File: src/rtl/uart_rx_mon_if.sv
// Host-facing bundle of the UART receive monitor: serial line in, FIFO pop
// side out, plus sticky error/status flags.
// master = bench/host side, slave = receiver.
interface uart_rx_mon_if;
  logic       rx;
  logic       rd_en;
  logic       err_clr;
  logic [7:0] rd_data;
  logic       rd_vld;
  logic       frame_err;
  logic       ovf_err;
  logic       parity_err;
  logic       busy;

  modport master (
    output rx, rd_en, err_clr,
    input  rd_data, rd_vld, frame_err, ovf_err, parity_err, busy
  );

  modport slave (
    input  rx, rd_en, err_clr,
    output rd_data, rd_vld, frame_err, ovf_err, parity_err, busy
  );
endinterface

File: src/rtl/uart_rx_mon.sv
// UART receive monitor: 8N1 deserializer (LSB first) feeding a small
// first-word-fall-through byte FIFO, with sticky frame/overflow/parity flags.
// Optional feature macro: UART_RX_PARITY_EN selects 8E1 framing and enables
// parity_err; without it parity_err is tied 0.
module uart_rx_mon #(
  parameter int CLKS_PER_BIT = 868,
  parameter int FIFO_DEPTH   = 16
) (
  input  logic         clk,
  input  logic         rst,
  uart_rx_mon_if.slave bus
);

  localparam int          AW        = $clog2(FIFO_DEPTH);
  localparam logic [15:0] BIT_LAST  = 16'(CLKS_PER_BIT - 1);
  localparam logic [15:0] HALF_LAST = 16'((CLKS_PER_BIT / 2) - 1);

  typedef enum logic [2:0] {
    IDLE,
    START,
    DATA,
`ifdef UART_RX_PARITY_EN
    PARITY,
`endif
    STOP
  } state_t;

  // receiver state
  logic        rx_q1, rx_s;
  state_t      state, state_n;
  logic [15:0] clk_cnt, cnt_n;
  logic [2:0]  bit_cnt, bit_n;
  logic [7:0]  shreg, sh_n;
  logic        wait_high, wait_n;
  logic        push, ferr_set;

  // fifo state
  logic [AW:0]                  wr_ptr, rd_ptr;
  logic [FIFO_DEPTH-1:0][7:0]   mem;
  logic                         empty, full, pop, wr_ok, ovf_set;

  logic frame_err_q, ovf_err_q;

  // two-flop synchronizer for the asynchronous serial line, idles high
  always_ff @(posedge clk) begin
    if (rst) begin
      rx_q1 <= 1'b1;
      rx_s  <= 1'b1;
    end else begin
      rx_q1 <= bus.rx;
      rx_s  <= rx_q1;
    end
  end

  // frame FSM state and datapath registers
  always_ff @(posedge clk) begin
    if (rst) begin
      state     <= IDLE;
      clk_cnt   <= '0;
      bit_cnt   <= '0;
      shreg     <= '0;
      wait_high <= 1'b0;
    end else begin
      state     <= state_n;
      clk_cnt   <= cnt_n;
      bit_cnt   <= bit_n;
      shreg     <= sh_n;
      wait_high <= wait_n;
    end
  end

`ifdef UART_RX_PARITY_EN
  logic perr_set;
`endif

  // next-state: half-bit wait to centre on the start bit, then one full bit
  // period per sample; STOP returns to IDLE right at its sample point
  always_comb begin
    state_n  = state;
    cnt_n    = clk_cnt;
    bit_n    = bit_cnt;
    sh_n     = shreg;
    wait_n   = wait_high;
    push     = 1'b0;
    ferr_set = 1'b0;
`ifdef UART_RX_PARITY_EN
    perr_set = 1'b0;
`endif
    case (state)
      IDLE: begin
        cnt_n = '0;
        bit_n = '0;
        // after a bad stop bit the line may still be low (break); re-arm
        // only once it has returned high
        if (wait_high) begin
          if (rx_s) wait_n = 1'b0;
        end else if (!rx_s) begin
          state_n = START;
        end
      end
      START: begin
        if (clk_cnt == HALF_LAST) begin
          cnt_n   = '0;
          state_n = rx_s ? IDLE : DATA;
        end else begin
          cnt_n = clk_cnt + 16'd1;
        end
      end
      DATA: begin
        if (clk_cnt == BIT_LAST) begin
          cnt_n = '0;
          sh_n  = {rx_s, shreg[7:1]};
          bit_n = bit_cnt + 3'd1;
          if (bit_cnt == 3'd7) begin
`ifdef UART_RX_PARITY_EN
            state_n = PARITY;
`else
            state_n = STOP;
`endif
          end
        end else begin
          cnt_n = clk_cnt + 16'd1;
        end
      end
`ifdef UART_RX_PARITY_EN
      PARITY: begin
        if (clk_cnt == BIT_LAST) begin
          cnt_n    = '0;
          perr_set = (rx_s != ^shreg);
          state_n  = STOP;
        end else begin
          cnt_n = clk_cnt + 16'd1;
        end
      end
`endif
      STOP: begin
        if (clk_cnt == BIT_LAST) begin
          cnt_n   = '0;
          state_n = IDLE;
          if (rx_s) begin
            push = 1'b1;
          end else begin
            ferr_set = 1'b1;
            wait_n   = 1'b1;
          end
        end else begin
          cnt_n = clk_cnt + 16'd1;
        end
      end
      default: state_n = IDLE;
    endcase
  end

  // fifo control: a pop frees a slot in the same cycle, so push+pop on a full
  // fifo is not an overflow
  assign empty   = (wr_ptr == rd_ptr);
  assign full    = ((wr_ptr ^ rd_ptr) == {1'b1, {AW{1'b0}}});
  assign pop     = bus.rd_en & ~empty;
  assign wr_ok   = push & (~full | pop);
  assign ovf_set = push & full & ~pop;

  // pointer update
  always_ff @(posedge clk) begin
    if (rst) begin
      wr_ptr <= '0;
      rd_ptr <= '0;
    end else begin
      if (wr_ok) wr_ptr <= wr_ptr + 1'b1;
      if (pop)   rd_ptr <= rd_ptr + 1'b1;
    end
  end

  // byte storage, contents are don't-care until written
  always_ff @(posedge clk) begin
    if (wr_ok) mem[wr_ptr[AW-1:0]] <= shreg;
  end

  // sticky error flags; a new error beats a same-cycle clear
  always_ff @(posedge clk) begin
    if (rst) begin
      frame_err_q <= 1'b0;
      ovf_err_q   <= 1'b0;
    end else begin
      if (ferr_set)         frame_err_q <= 1'b1;
      else if (bus.err_clr) frame_err_q <= 1'b0;
      if (ovf_set)          ovf_err_q   <= 1'b1;
      else if (bus.err_clr) ovf_err_q   <= 1'b0;
    end
  end

`ifdef UART_RX_PARITY_EN
  logic parity_err_q;

  // sticky parity flag, same clear priority as the others
  always_ff @(posedge clk) begin
    if (rst)              parity_err_q <= 1'b0;
    else if (perr_set)    parity_err_q <= 1'b1;
    else if (bus.err_clr) parity_err_q <= 1'b0;
  end

  assign bus.parity_err = parity_err_q;
`else
  assign bus.parity_err = 1'b0;
`endif

  assign bus.rd_vld    = ~empty;
  assign bus.rd_data   = empty ? 8'h00 : mem[rd_ptr[AW-1:0]];
  assign bus.frame_err = frame_err_q;
  assign bus.ovf_err   = ovf_err_q;
  assign bus.busy      = (state != IDLE);

endmodule
File: src/flat_wrapper.sv
// flat-port wrapper written by rule: the top's interface ports become plain ports
module uart_rx_mon_flat 
#(
  parameter int CLKS_PER_BIT = 868,
  parameter int FIFO_DEPTH   = 16
)
  (clk, rst, bus_rx, bus_rd_en, bus_err_clr, bus_rd_data, bus_rd_vld, bus_frame_err, bus_ovf_err, bus_parity_err, bus_busy);
  uart_rx_mon_if bus_i ();
  input  logic clk;
  input  logic rst;
  input wire logic [$bits(bus_i.rx)-1:0] bus_rx;
  input wire logic [$bits(bus_i.rd_en)-1:0] bus_rd_en;
  input wire logic [$bits(bus_i.err_clr)-1:0] bus_err_clr;
  output wire logic [$bits(bus_i.rd_data)-1:0] bus_rd_data;
  output wire logic [$bits(bus_i.rd_vld)-1:0] bus_rd_vld;
  output wire logic [$bits(bus_i.frame_err)-1:0] bus_frame_err;
  output wire logic [$bits(bus_i.ovf_err)-1:0] bus_ovf_err;
  output wire logic [$bits(bus_i.parity_err)-1:0] bus_parity_err;
  output wire logic [$bits(bus_i.busy)-1:0] bus_busy;
  assign bus_i.rx = bus_rx;
  assign bus_i.rd_en = bus_rd_en;
  assign bus_i.err_clr = bus_err_clr;
  assign bus_rd_data = bus_i.rd_data;
  assign bus_rd_vld = bus_i.rd_vld;
  assign bus_frame_err = bus_i.frame_err;
  assign bus_ovf_err = bus_i.ovf_err;
  assign bus_parity_err = bus_i.parity_err;
  assign bus_busy = bus_i.busy;
  uart_rx_mon #(.CLKS_PER_BIT(CLKS_PER_BIT), .FIFO_DEPTH(FIFO_DEPTH)) u_core (.clk(clk), .rst(rst), .bus(bus_i));
endmodule
File: config.mk
export PLATFORM = sky130hd
export DESIGN_NAME = uart_rx_mon_flat
export DESIGN_NICKNAME = d
export VERILOG_FILES = /design/src/rtl/uart_rx_mon_if.sv /design/src/rtl/uart_rx_mon.sv /design/src/flat_wrapper.sv
export SDC_FILE = /design/constraint.sdc
export NUM_CORES = 1
export LEC_CHECK = 0
export CORE_MARGIN = 5
export CORE_UTILIZATION = 61
export DETAILED_ROUTE_END_ITERATION = 8
export PLACE_DENSITY = 0.84
export REMOVE_ABC_BUFFERS = 1
export SLEW_MARGIN = 10
export SYNTH_ARGS = -nofsm -noshare
export SYNTH_HDL_FRONTEND = slang
export SYNTH_SLANG_ARGS = --single-unit
File: constraint.sdc
create_clock -name clk -period 4.4 [get_ports clk]
set_input_delay 1.32 -clock clk [delete_from_list [all_inputs] [get_ports clk]]
set_output_delay 1.32 -clock clk [all_outputs]
set_load 0.02 [all_outputs]
---- Word level (Yosys, flattened, before mapping) ----
Index checks and enable logic that the tools add are counted.
storage, ports and cells
  bits in registers ....................... 173
  logic and storage cells ................. 103
  output and inout bits ................... 13
  input bits .............................. 5
operators by class
  bitwise gates (word level) .............. 9
  $lt $le $gt $ge ......................... 3
  reductions and logical operators ........ 13
  eq/ne operators ......................... 15
  add/sub/neg operators ................... 4
  mux-type cells .......................... 32
operators with widths
  cell                     number
  $bwmux W128              1
  $pmux W16 S3             1
  $bmux W8 S4              1
  $demux W8 S4             1
  $mux W16                 2
  $mux W8                  3
  $mux W3                  7
  $add A16 B1 Y16 const B  1
  $eq A16 B10 Y1 const B   1
  $eq A16 B9 Y1 const B    1
  $mux W1                  12
  $pmux W3 S4              1
  $add A5 B1 Y5 const B    2
  $lt A4 B5 Y1 const B     2
  $ne A2 B1 Y1 const B     4
  $reduce_bool A2 Y1       4
  $eq A3 B2 Y1 const B     2
  $ne A2 B2 Y1 const B     3
  $pmux W3 S2              1
  $reduce_and A6 Y1        1
  $reduce_bool A3 Y1       2
  $eq A5 B5 Y1             1
  $eq A5 B5 Y1 const B     1
  $xor A5 B5 Y5            1
  14 further kinds         20

---- Logic depth before layout (Yosys ltp) ----
Gate-level depths: netlist (run 1).
  depth in word-level cells ............... 6
  mapped depth ............................ 8
  mapped depth without buffers ............ 7

---- Worst setup path after synthesis (run 1) ----
OpenSTA, ideal clock, no wires.
  kind .................................... register to output
  start ................................... register u_core.rd_ptr[0]
  end ..................................... output port bus_rd_data[0]
  setup slack ............................. 688 ps
  stages on the path, launching flop included .. 7
  required time ........................... 3080 ps
  data arrival time ....................... 2392 ps
  buffers on the path ..................... 3
  path through ............................ dfxtp_1 > clkbuf_1 > buf_1 > buf_2 > mux4_2 > o22ai_1 > nor3_1
between the ends
  word-level cells in the longest chain between the ends .. 3
  elaborated cells between the ends (all ways) .. 4
  those cells by class .................... 1 x eq/ne; 3 x mux
RTL lines
  element                        line                source
  from (decl)                    uart_rx_mon.sv:38   logic [AW:0] wr_ptr, rd_ptr;
  from (signal assigned)         uart_rx_mon.sv:169  if (pop) rd_ptr <= rd_ptr + 1'b1;
  $bmux W8 S4                    uart_rx_mon.sv:207  assign bus.rd_data = empty ? 8'h00 : mem[rd_ptr[AW-1:0]];
  $mux W8 (not written as such)  uart_rx_mon.sv:207
  $mux W8 (*)                    uart_rx_mon.sv:207
  to (decl)                      flat_wrapper.sv:14  output wire logic [$bits(bus_i.rd_data)-1:0] bus_rd_data;
Mark *: on every way between the ends. The rest lies on a longest branch, timed or not. The select of a mux whose other input is x is not followed.

---- Worst setup path after layout (run 1) ----
  start ................................... register u_core.rd_ptr[0]
  end ..................................... output port bus_rd_data[3]
The elaborated chain is that of the path after synthesis.

==> results of run 1 <==
[per-layer routing]
metal | routed length [um] | vias to the layer above | part of all wire (%)
met2 | 6778 | 199 | 48
met4 | 430 | 0 | 3.1
met5 | 0 | - | 0
met3 | 945 | 37 | 6.7
met1 | 5863 | 1949 | 42
li1 | - | 1823 | -
[synthesized netlist by cell type, types with 2 or more instances]
library cell	instances	area share, %
o21ai_0	6	0.43
and2_1	3	0.27
inv_1	8	0.43
xor2_1	12	1.5
o22ai_1	8	0.72
or3_1	3	0.27
or4_1	3	0.32
xnor2_1	12	1.5
or2_2	4	0.36
dfxtp_1	44	13
edfxtp_1	128	55
mux4_2	32	10
nor4_1	2	0.18
mux2i_1	10	1.4
nand2b_1	5	0.45
a21o_1	2	0.21
a21oi_1	14	1.0
clkbuf_1	16	0.86
nand4_1	8	0.72
buf_2	2	0.14
buf_1	5	0.27
nor3_1	19	1.4
and3_1	3	0.27
nor2b_1	8	0.72
a211oi_1	12	1.3
nand3_1	8	0.57
nor2_1	45	2.4
nand2_1	20	1.1
ha_1	9	1.6
[power groups by stage]
| stage | registers (mW) | clock network [mW] | logic (mW) |
|---|---|---|---|
| floorplan | 1.76 | 0 | 0.00735 |
| global placement | 1.76 | 0 | 0.0172 |
| detailed placement | 1.76 | 0 | 0.0177 |
| CTS | 1.72 | 1.55 | 0.0177 |
| global route | 1.72 | 1.62 | 0.0193 |
| finish | 1.72 | 1.53 | 0.0177 |
[kinds of logic (layout without fill, tap and decap cells)]
| kind of cell | after synthesis | count (layout) | share of synthesized area, % |
|---|---|---|---|
| other | 1 | 1 | 0.05370 |
| adder cells (fa/ha/maj) | 9 | 9 | 1.613 |
| flip-flops | 172 | 172 | 67.66 |
| buffers and inverters | 32 | 72 | 1.810 |
| AND/OR/NAND/NOR | 135 | 135 | 9.532 |
| XOR/XNOR | 24 | 24 | 3.010 |
| multiplexers | 42 | 42 | 11.75 |
| AO/OA/AOI/OAI | 47 | 47 | 4.569 |
[stage by stage]
stage	util, %	hold slack [ps]	instances	TNS [ps]
2_1_floorplan	-	389.5	438	-233.7
3_3_place_gp	64.90	393.9	613	0
3_5_place_dp	64.90	399.4	613	0
4_1_cts	70.26	414.1	645	0
5_1_grt	70.27	436.1	645	0
6_report	70.27	410.1	645	0
[path summary, 6_finish.rpt]
kind                      startpoint        endpoint  slack, ps  depth (start not counted)
setup / recovery    u_core.rd_ptr[0]  bus_rd_data[3]        180                          5
hold / removal          u_core.rx_q1     u_core.rx_s        410                          1
setup reg to reg  u_core.clk_cnt[11]  u_core.mem[36]       1010                          5
hold reg to reg         u_core.rx_q1     u_core.rx_s        410                          1
[critical path, stage by stage (launching register included)]
cell             delay, ps
dfxtp_2                670
buf_4                  280
mux4_2                 510
a211oi_1               330
nor3_1                 110
clkdlybuf4s50_1        570
[sequential cells by signal (all words and copies together), names as in the netlist, 2 cells and up]
signal,flops
u_core.bit_cnt,3
u_core.clk_cnt,16
u_core.mem,128
u_core.rd_ptr,5
u_core.shreg,8
u_core.state,2
u_core.wr_ptr,5
[final cells by class]
cell class | instances | area share (%)
multi-input cells | 258 | 26.80
repair buffers | 32 | 3.523
flip-flops and latches | 172 | 59.42
inverters | 8 | 0.3775
clock inverters | 13 | 2.186
well taps | 143 | 2.249
clock buffers | 19 | 5.442
==> impl_metrics.json, run 1 <==
{
  "holdCritPathClass": "register to register",
  "syn_area_sq_um": 6983,
  "p_total_mw": 3.268,
  "portBuffers": 16,
  "cap_violations": 0,
  "ys_seq_area_share_pct": 67.66,
  "fin_crit_sh_pct": 95.82,
  "ys.warnings.count": 0,
  "ys_ff_latch": 172,
  "dp_slack_ps": 568.0,
  "final_common_cell": "edfxtp_1",
  "diodes": 0,
  "routabilityCongestion": 0.8243,
  "outcome": "finished, final reports clean",
  "placed_area_sq_um": 7347,
  "grt_pass1_wl_um": 22160,
  "antenna_found_initial": 0,
  "worstSkewPairLatency_ps": 430,
  "fillCellCount": 735,
  "via_per_inst": 6.214,
  "crit_type": "register to primary output",
  "ys.flop_type": "edfxtp_1",
  "cts.sinks": 172,
  "wire_per_inst_um": 21.73,
  "vdd_ir_drop_max_mv": 0.2623,
  "dr_total_vias": 4008,
  "fin_area_sq_um": 7955,
  "fmaxAchievable_mhz": 237.2,
  "crit_fanout": 16,
  "post_cts_resized": 0,
  "fin_skew_ps": 7.882,
  "cts_setup_buffers": 0,
  "use_met2_pct": 34.24,
  "async_reset_ff_share_pct": 0,
  "die_y_um": 117.0,
  "postSynthCellCount": 462,
  "cts-root-buf": "clkbuf_16",
  "rsz0062_at_grt": "false",
  "nets": 503,
  "setup_violations": 0,
  "endpoint_kind": "primary output",
  "first_iter_violations": 517,
  "p_seq_share_pct": 52.7,
  "grt.busiest_layer": "met2",
  "start_kind": "register",
  "rows": 39,
  "coreArea_sq_um": 11320,
  "h-tree-depth": 4,
  "cts_tree": "done",
  "critical_path_arrival_ps": 2900,
  "swShare_pct": 18.33,
  "required_ps": 3080,
  "grt_max_degree": 36,
  "synth.distinct_cells": 40,
  "die-area_sq_um": 13690,
  "dp_hpwl_um": 8737,
  "max_slew_margin_pct": 45.06,
  "period_needed_ps": 4216,
  "cts_hold_buf": 0,
  "cts.clk_slew.worst_paths_ps": 60,
  "io_pins": 18,
  "multi_input_area_sq_um": 2132,
  "grt_pass1_vias": 4017,
  "power_switching_mw": 0.5990,
  "slew_violations": 0,
  "syn_area_per_cell_sq_um": 15.11,
  "initial_core_util_pct": 61.68,
  "p_per_area_nw_per_um2": 410.8,
  "synth_edf_count": 128,
  "p_int_mw": 2.669,
  "worst_pin_slew_ps": 822.9,
  "hold_violations": 0,
  "area_delta_synth_final_pct": 13.92,
  "numCtsBuffers": 17,
  "drive_above_1_share_pct": 16.53,
  "grt_use_met3_pct": 5.193,
  "met1_usage_pct": 30.92,
  "wirelength_um": 14020,
  "p_leak_nw": 2.519,
  "drcViolationCount": 0,
  "timing.final.ws_setup_ps": 184.0,
  "gr-usage-all-layers_pct": 22.54,
  "cts_buffer_depth": 2,
  "mostFrequentLayoutCells": "edfxtp_1, nor2_1, dfxtp_1, mux4_2, nand2_1",
  "seqCellArea_sq_um": 4727,
  "firstDrtPassIters": 5,
  "grt.overflow.total": 0,
  "ant_nets": 0,
  "die_width_um": 117.0,
  "combPwrFrac_pct": 0.5,
  "p_clk_share_pct": 46.7
}
Note: power is estimated with default switching activity, not from simulation.
==> run 2: changes to the inputs <==
Settings changed: PLACE_DENSITY 0.84 to 0.82.
==> impl_metrics.json, run 2 (synthesis gave the netlist of run 1 again) <==
{
  "die-area_sq_um": 13690,
  "fin_tns_setup_ps": 0,
  "finish.utilization_pct": 71.03,
  "antenna_found_initial": 0,
  "p_int_mw": 2.678,
  "p_clk_share_pct": 47.3,
  "hold_violations": 0,
  "diodes": 0,
  "worstPathCellList": "xor2_1 > nor4_1 > buf_4 > and2_1 > nor3_1 > clkdlybuf4s50_1",
  "gr-usage-all-layers_pct": 23.05,
  "crit_type": "register to primary output",
  "cap_violations": 0,
  "cp_slowest_cell": "dfxtp_2",
  "fin_skew_ps": 5.167,
  "grt_max_degree": 31,
  "multi_input_area_sq_um": 2132,
  "post_cts_resized": 0,
  "power_switching_mw": 0.6228,
  "fin_crit_sh_pct": 95.29,
  "io_pins": 18,
  "slew_violations": 0,
  "h-tree-depth": 4,
  "fillCellCount": 736,
  "initial_core_util_pct": 61.68,
  "p_total_mw": 3.301,
  "grt.overflow.total": 0,
  "firstDrtPassIters": 5,
  "dr_total_vias": 4084,
  "crit_fanout": 14,
  "worstSkewPairLatency_ps": 420,
  "placed_area_sq_um": 7420,
  "largest_reg_flops": 128,
  "cts_hold_buf": 0,
  "required_ps": 3080,
  "whs_path_depth": 1,
  "numCtsBuffers": 17,
  "first_iter_violations": 461,
  "coreArea_sq_um": 11320,
  "r2r_setup_slack_ps": 1110,
  "swShare_pct": 18.87,
  "wire_per_inst_um": 22.13,
  "die_width_um": 117.0,
  "rows": 39,
  "holdCritPathClass": "register to register",
  "die_y_um": 117.0,
  "drcViolationCount": 0,
  "grt_pass1_vias": 4053,
  "p_per_area_nw_per_um2": 410.4,
  "critical_path_arrival_ps": 2870,
  "nets": 511,
  "cts_tree": "done",
  "mostFrequentLayoutCells": "edfxtp_1, nor2_1, dfxtp_1, mux4_2, buf_4",
  "dp_hpwl_um": 8832,
  "endpoint_kind": "primary output",
  "p_seq_share_pct": 52.2,
  "setup_violations": 0,
  "cts_buffer_depth": 2,
  "slowest_delay_ps": 660,
  "drive_above_1_share_pct": 17.84,
  "outcome": "finished, final reports clean",
  "cts.clk_slew.worst_paths_ps": 70,
  "start_kind": "register",
  "seqCellArea_sq_um": 4726,
  "cts_setup_buffers": 0,
  "wirelength_um": 14450,
  "rsz0062_at_grt": "false",
  "max_slew_margin_pct": 40.24,
  "area_delta_synth_final_pct": 15.16,
  "grt_pass1_wl_um": 22780,
  "fmaxAchievable_mhz": 238.5,
  "rr_worst_depth": 5,
  "worst_pin_slew_ps": 895.2,
  "ant_nets": 0,
  "cts-root-buf": "clkbuf_16",
  "routabilityCongestion": 0.8301,
  "period_needed_ps": 4193,
  "fin_area_sq_um": 8041,
  "portBuffers": 16,
  "vdd_ir_drop_max_mv": 0.2737,
  "p_leak_nw": 2.583,
  "via_per_inst": 6.254,
  "final_common_cell": "edfxtp_1",
  "cts.sinks": 172,
  "combPwrFrac_pct": 0.5
}
run 2: changes by cell type in the layout (fill, tap and decap cells not counted), moves of 2 or more:
cell	delta
clkbuf_1	-2
buf_4	+7
clkinvlp_4	-3
clkinv_4	+3
run 2: worst paths after layout:
kind                 startpoint              end
max            u_core.rd_ptr[0]   bus_rd_data[7]
min                u_core.rx_q1      u_core.rx_s
max reg2reg  u_core.clk_cnt[11]  u_core.mem[119]
min reg2reg        u_core.rx_q1      u_core.rx_s
run 2: cell type report:
type	instances	share of cell area, %
clock buffer	17	5.290
clock inverter	15	2.443
inverter	8	0.3734
sequential	172	58.77
multi-input combinational	258	26.51
tap	143	2.225
timing repair buffer	40	4.388
run 2: routing by layer:
metal / vias up / GRT usage (%) / part of all wire (%)
met5: - / 0 / 0
met2: 181 / 38.15 / 50
met4: 0 / 7.492 / 2.1
li1: 1841 / - / -
met3: 26 / 5.810 / 7.4
met1: 2036 / 30.26 / 41
run 2: worst max-delay path: cells and delay by family, from the launching register on:
family	cells	cell delay (ps)
DFF	1	660
buffers and inverters	2	780
and+or+nand+nor	3	860
xor gates and xnor gates	1	150
run 2: power by group through the flow:
stage / Sequential, mW / Clock, mW / Combinational, mW
after floorplan: 1.76 / 0 / 0.00735
after global placement: 1.76 / 0 / 0.0174
after detailed placement: 1.76 / 0 / 0.0178
after CTS: 1.72 / 1.57 / 0.0179
after global routing: 1.72 / 1.67 / 0.0195
final: 1.72 / 1.56 / 0.0178
run 2: metrics by stage:
stage               cells  worst slack, ps  hold slack, ps
floorplan             438           -27.48           389.5
global placement      621            646.7           393.1
detailed placement    621            600.4           399.0
CTS                   653            170.3           414.0
global route          653            33.91           429.6
finish                653            207.0           411.0
==> run 3: changes to the inputs <==
Settings changed: ABC_AREA set to 1, CTS_CLUSTER_DIAMETER set to 40.
==> impl_metrics.json, run 3 <==
{
  "numCtsBuffers": 17,
  "netlist.area_leader.share_pct": 51.50,
  "fin_tns_setup_ps": 0,
  "crit_fanout": 34,
  "synth_simple_gate_area_share_pct": 18.34,
  "syn_area_sq_um": 7463,
  "swShare_pct": 22.90,
  "placed_area_sq_um": 7819,
  "rr_worst_depth": 7,
  "drive_above_1_share_pct": 10.49,
  "period_needed_ps": 4137,
  "first_iter_violations": 600,
  "muxShareOfSynthArea_pct": 0,
  "wire_per_inst_um": 17.59,
  "async_reset_ff_share_pct": 0,
  "r2r_setup_slack_ps": 1890,
  "rsz0062_at_grt": "false",
  "m1WireLength_um": 6708,
  "area_delta_synth_final_pct": 12.96,
  "hold_violations": 0,
  "hold_start": "u_core.rx_q1",
  "final_common_cell": "nor2_1",
  "fillCellCount": 846,
  "coreArea_sq_um": 12010,
  "ant_nets": 0,
  "dr_total_vias": 5458,
  "cap_violations": 0,
  "synth.distinct_cells": 34,
  "io_pins": 18,
  "start_kind": "register",
  "worstPathCellList": "inv_1 > buf_4 > nor2_1 > o21ai_0 > nand2_1 > nand2_1 > inv_1 > a21oi_1 > clkdlybuf4s50_1",
  "fin_skew_ps": 8.157,
  "diodes": 0,
  "holdPathEnd": "u_core.rx_s",
  "max_slew_margin_pct": 37.78,
  "synth.cells.most_frequent": "nor2_1, edfxtp_1, nand2_1",
  "multi_input_area_sq_um": 2391,
  "endpoint_kind": "primary output",
  "fmaxAchievable_mhz": 241.7,
  "firstDrtPassIters": 5,
  "worstSkewPairLatency_ps": 430,
  "dp_cells": 887,
  "dr_wl_met2_um": 7735,
  "synthTopCellsByArea": "edfxtp_1, dfxtp_1, nor2_1",
  "fin_crit_sh_pct": 94.03,
  "grt_pass1_vias": 5200,
  "mostFrequentLayoutCells": "nor2_1, edfxtp_1, nand2_1, o21ai_0, inv_1",
  "initial_core_util_pct": 62.14,
  "setup_violations": 0,
  "cp-startpoint": "u_core.rd_ptr[0]",
  "h-tree-depth": 4,
  "ys_ff_latch": 172,
  "die_width_um": 120.6,
  "fin_area_sq_um": 8431,
  "r2r-end": "u_core.mem[92]",
  "required_ps": 3080,
  "post_cts_resized": 0,
  "worst_pin_slew_ps": 929.9,
  "cts.sinks": 172,
  "synth_top_family_by_area": "simple AND/OR/NAND/NOR gates",
  "p_int_mw": 2.707,
  "cts-root-buf": "clkbuf_16",
  "holdCritPathClass": "register to register",
  "p_leak_nw": 3.045,
  "rows": 40,
  "ys.warnings.count": 0,
  "grt.overflow.total": 0,
  "cts_hold_buf": 0,
  "cts_tree": "done",
  "p_seq_share_pct": 49.1,
  "gr-usage-all-layers_pct": 23.66,
  "r2r-start": "u_core.rd_ptr[0]",
  "grt_max_degree": 68,
  "antenna_found_initial": 0,
  "whs_path_depth": 1,
  "synthXorXnorAreaFrac_pct": 1.526,
  "synth_edf_count": 128,
  "routabilityCongestion": 0.8746,
  "cp_slowest_cell": "clkdlybuf4s50_1",
  "portBuffers": 16,
  "grt_pass1_wl_um": 26500,
  "die-area_sq_um": 14550,
  "wirelength_um": 16170,
  "largest_reg_flops": 128,
  "finish.utilization_pct": 70.19,
  "cts_buffer_depth": 2,
  "synth.most_common_cell": "nor2_1",
  "p_total_mw": 3.511,
  "slew_violations": 0,
  "vdd_ir_drop_max_mv": 0.2316,
  "synth-compound-area-share_pct": 10.61,
  "synth_fa_ha_area_share_pct": 1.509,
  "dp_hpwl_um": 10390,
  "via_per_inst": 5.939,
  "p_per_area_nw_per_um2": 416.5,
  "postSynthCellCount": 733,
  "outcome": "finished, final reports clean",
  "drcViolationCount": 0,
  "p_clk_share_pct": 44.0,
  "combPwrFrac_pct": 6.9,
  "nets": 773,
  "power_switching_mw": 0.8041,
  "cts_setup_buffers": 0,
  "cts.clk_slew.worst_paths_ps": 70,
  "yosys.area.top_type": "edfxtp_1",
  "slowest_delay_ps": 630,
  "wl_met3_um": 1347,
  "critical_path_arrival_ps": 2820,
  "seqCellArea_sq_um": 4726,
  "ys_seq_area_share_pct": 63.30,
  "stdcell_count": 919,
  "crit_type": "register to primary output",
  "die_y_um": 120.6,
  "highest_layer": "met4",
  "syn_area_per_cell_sq_um": 10.18,
  "ys.flop_type": "edfxtp_1"
}
-- run 3: cell families (layout without fill, tap and decap cells) --
| family | count (synthesis) | after routing |
|---|---|---|
| xor gates and xnor gates | 13 | 13 |
| other | 1 | 1 |
| and+or+nand+nor | 309 | 309 |
| DFF | 172 | 172 |
| AOI/OAI and AO/OA | 148 | 148 |
| buffers and inverters | 81 | 120 |
| adders and majority gates | 9 | 9 |
-- run 3: final cells by class --
| class | instances | share of cell area [%] |
|---|---|---|
| Sequential cell | 172 | 56.06 |
| Multi-Input combinational cell | 480 | 28.36 |
| Clock buffer | 18 | 5.091 |
| Timing Repair Buffer | 36 | 3.829 |
| Inverter | 52 | 2.315 |
| Tap cell | 147 | 2.182 |
| Clock inverter | 14 | 2.167 |
-- run 3: power groups by stage --
stage	registers, mW	clock network, mW	logic (mW)
floorplan	1.78	0	0.128
global placement	1.76	0	0.229
detailed placement	1.76	0	0.237
CTS	1.73	1.56	0.240
global route	1.72	1.64	0.268
finish	1.73	1.54	0.241
-- run 3: through the flow --
stage / setup slack (ps) / hold slack [ps]
floorplan: -72.84 / 389.5
global placement: 787.7 / 416.9
detailed placement: 789.8 / 421.7
CTS: 244.2 / 440.0
global route: 86.93 / 469.5
finish: 262.6 / 428.9
-- run 3: worst max path at each step --
stage / endpoint / slack (ps)
after floorplan: bus_rd_data[0] / -70
after global placement: bus_rd_data[3] / 790
after detailed placement: bus_rd_data[5] / 790
after CTS: bus_rd_data[6] / 240
after global routing: bus_rd_data[6] / 90
final: bus_rd_data[6] / 260
-- run 3: worst max-delay path: cells and delay by family (launching register included) --
family | cells | cell delay [ps]
buffers and inverters | 4 | 1360
AO/OA/AOI/OAI | 2 | 390
AND/OR/NAND/NOR | 3 | 310
flip-flops | 1 | 320
-- run 3: per-layer routing --
metal  GRT usage [%]  vias up
met3           5.940       31
met5               0        -
met1           32.70     2614
met4           8.003        0
met2           36.88      249
li1                -     2564
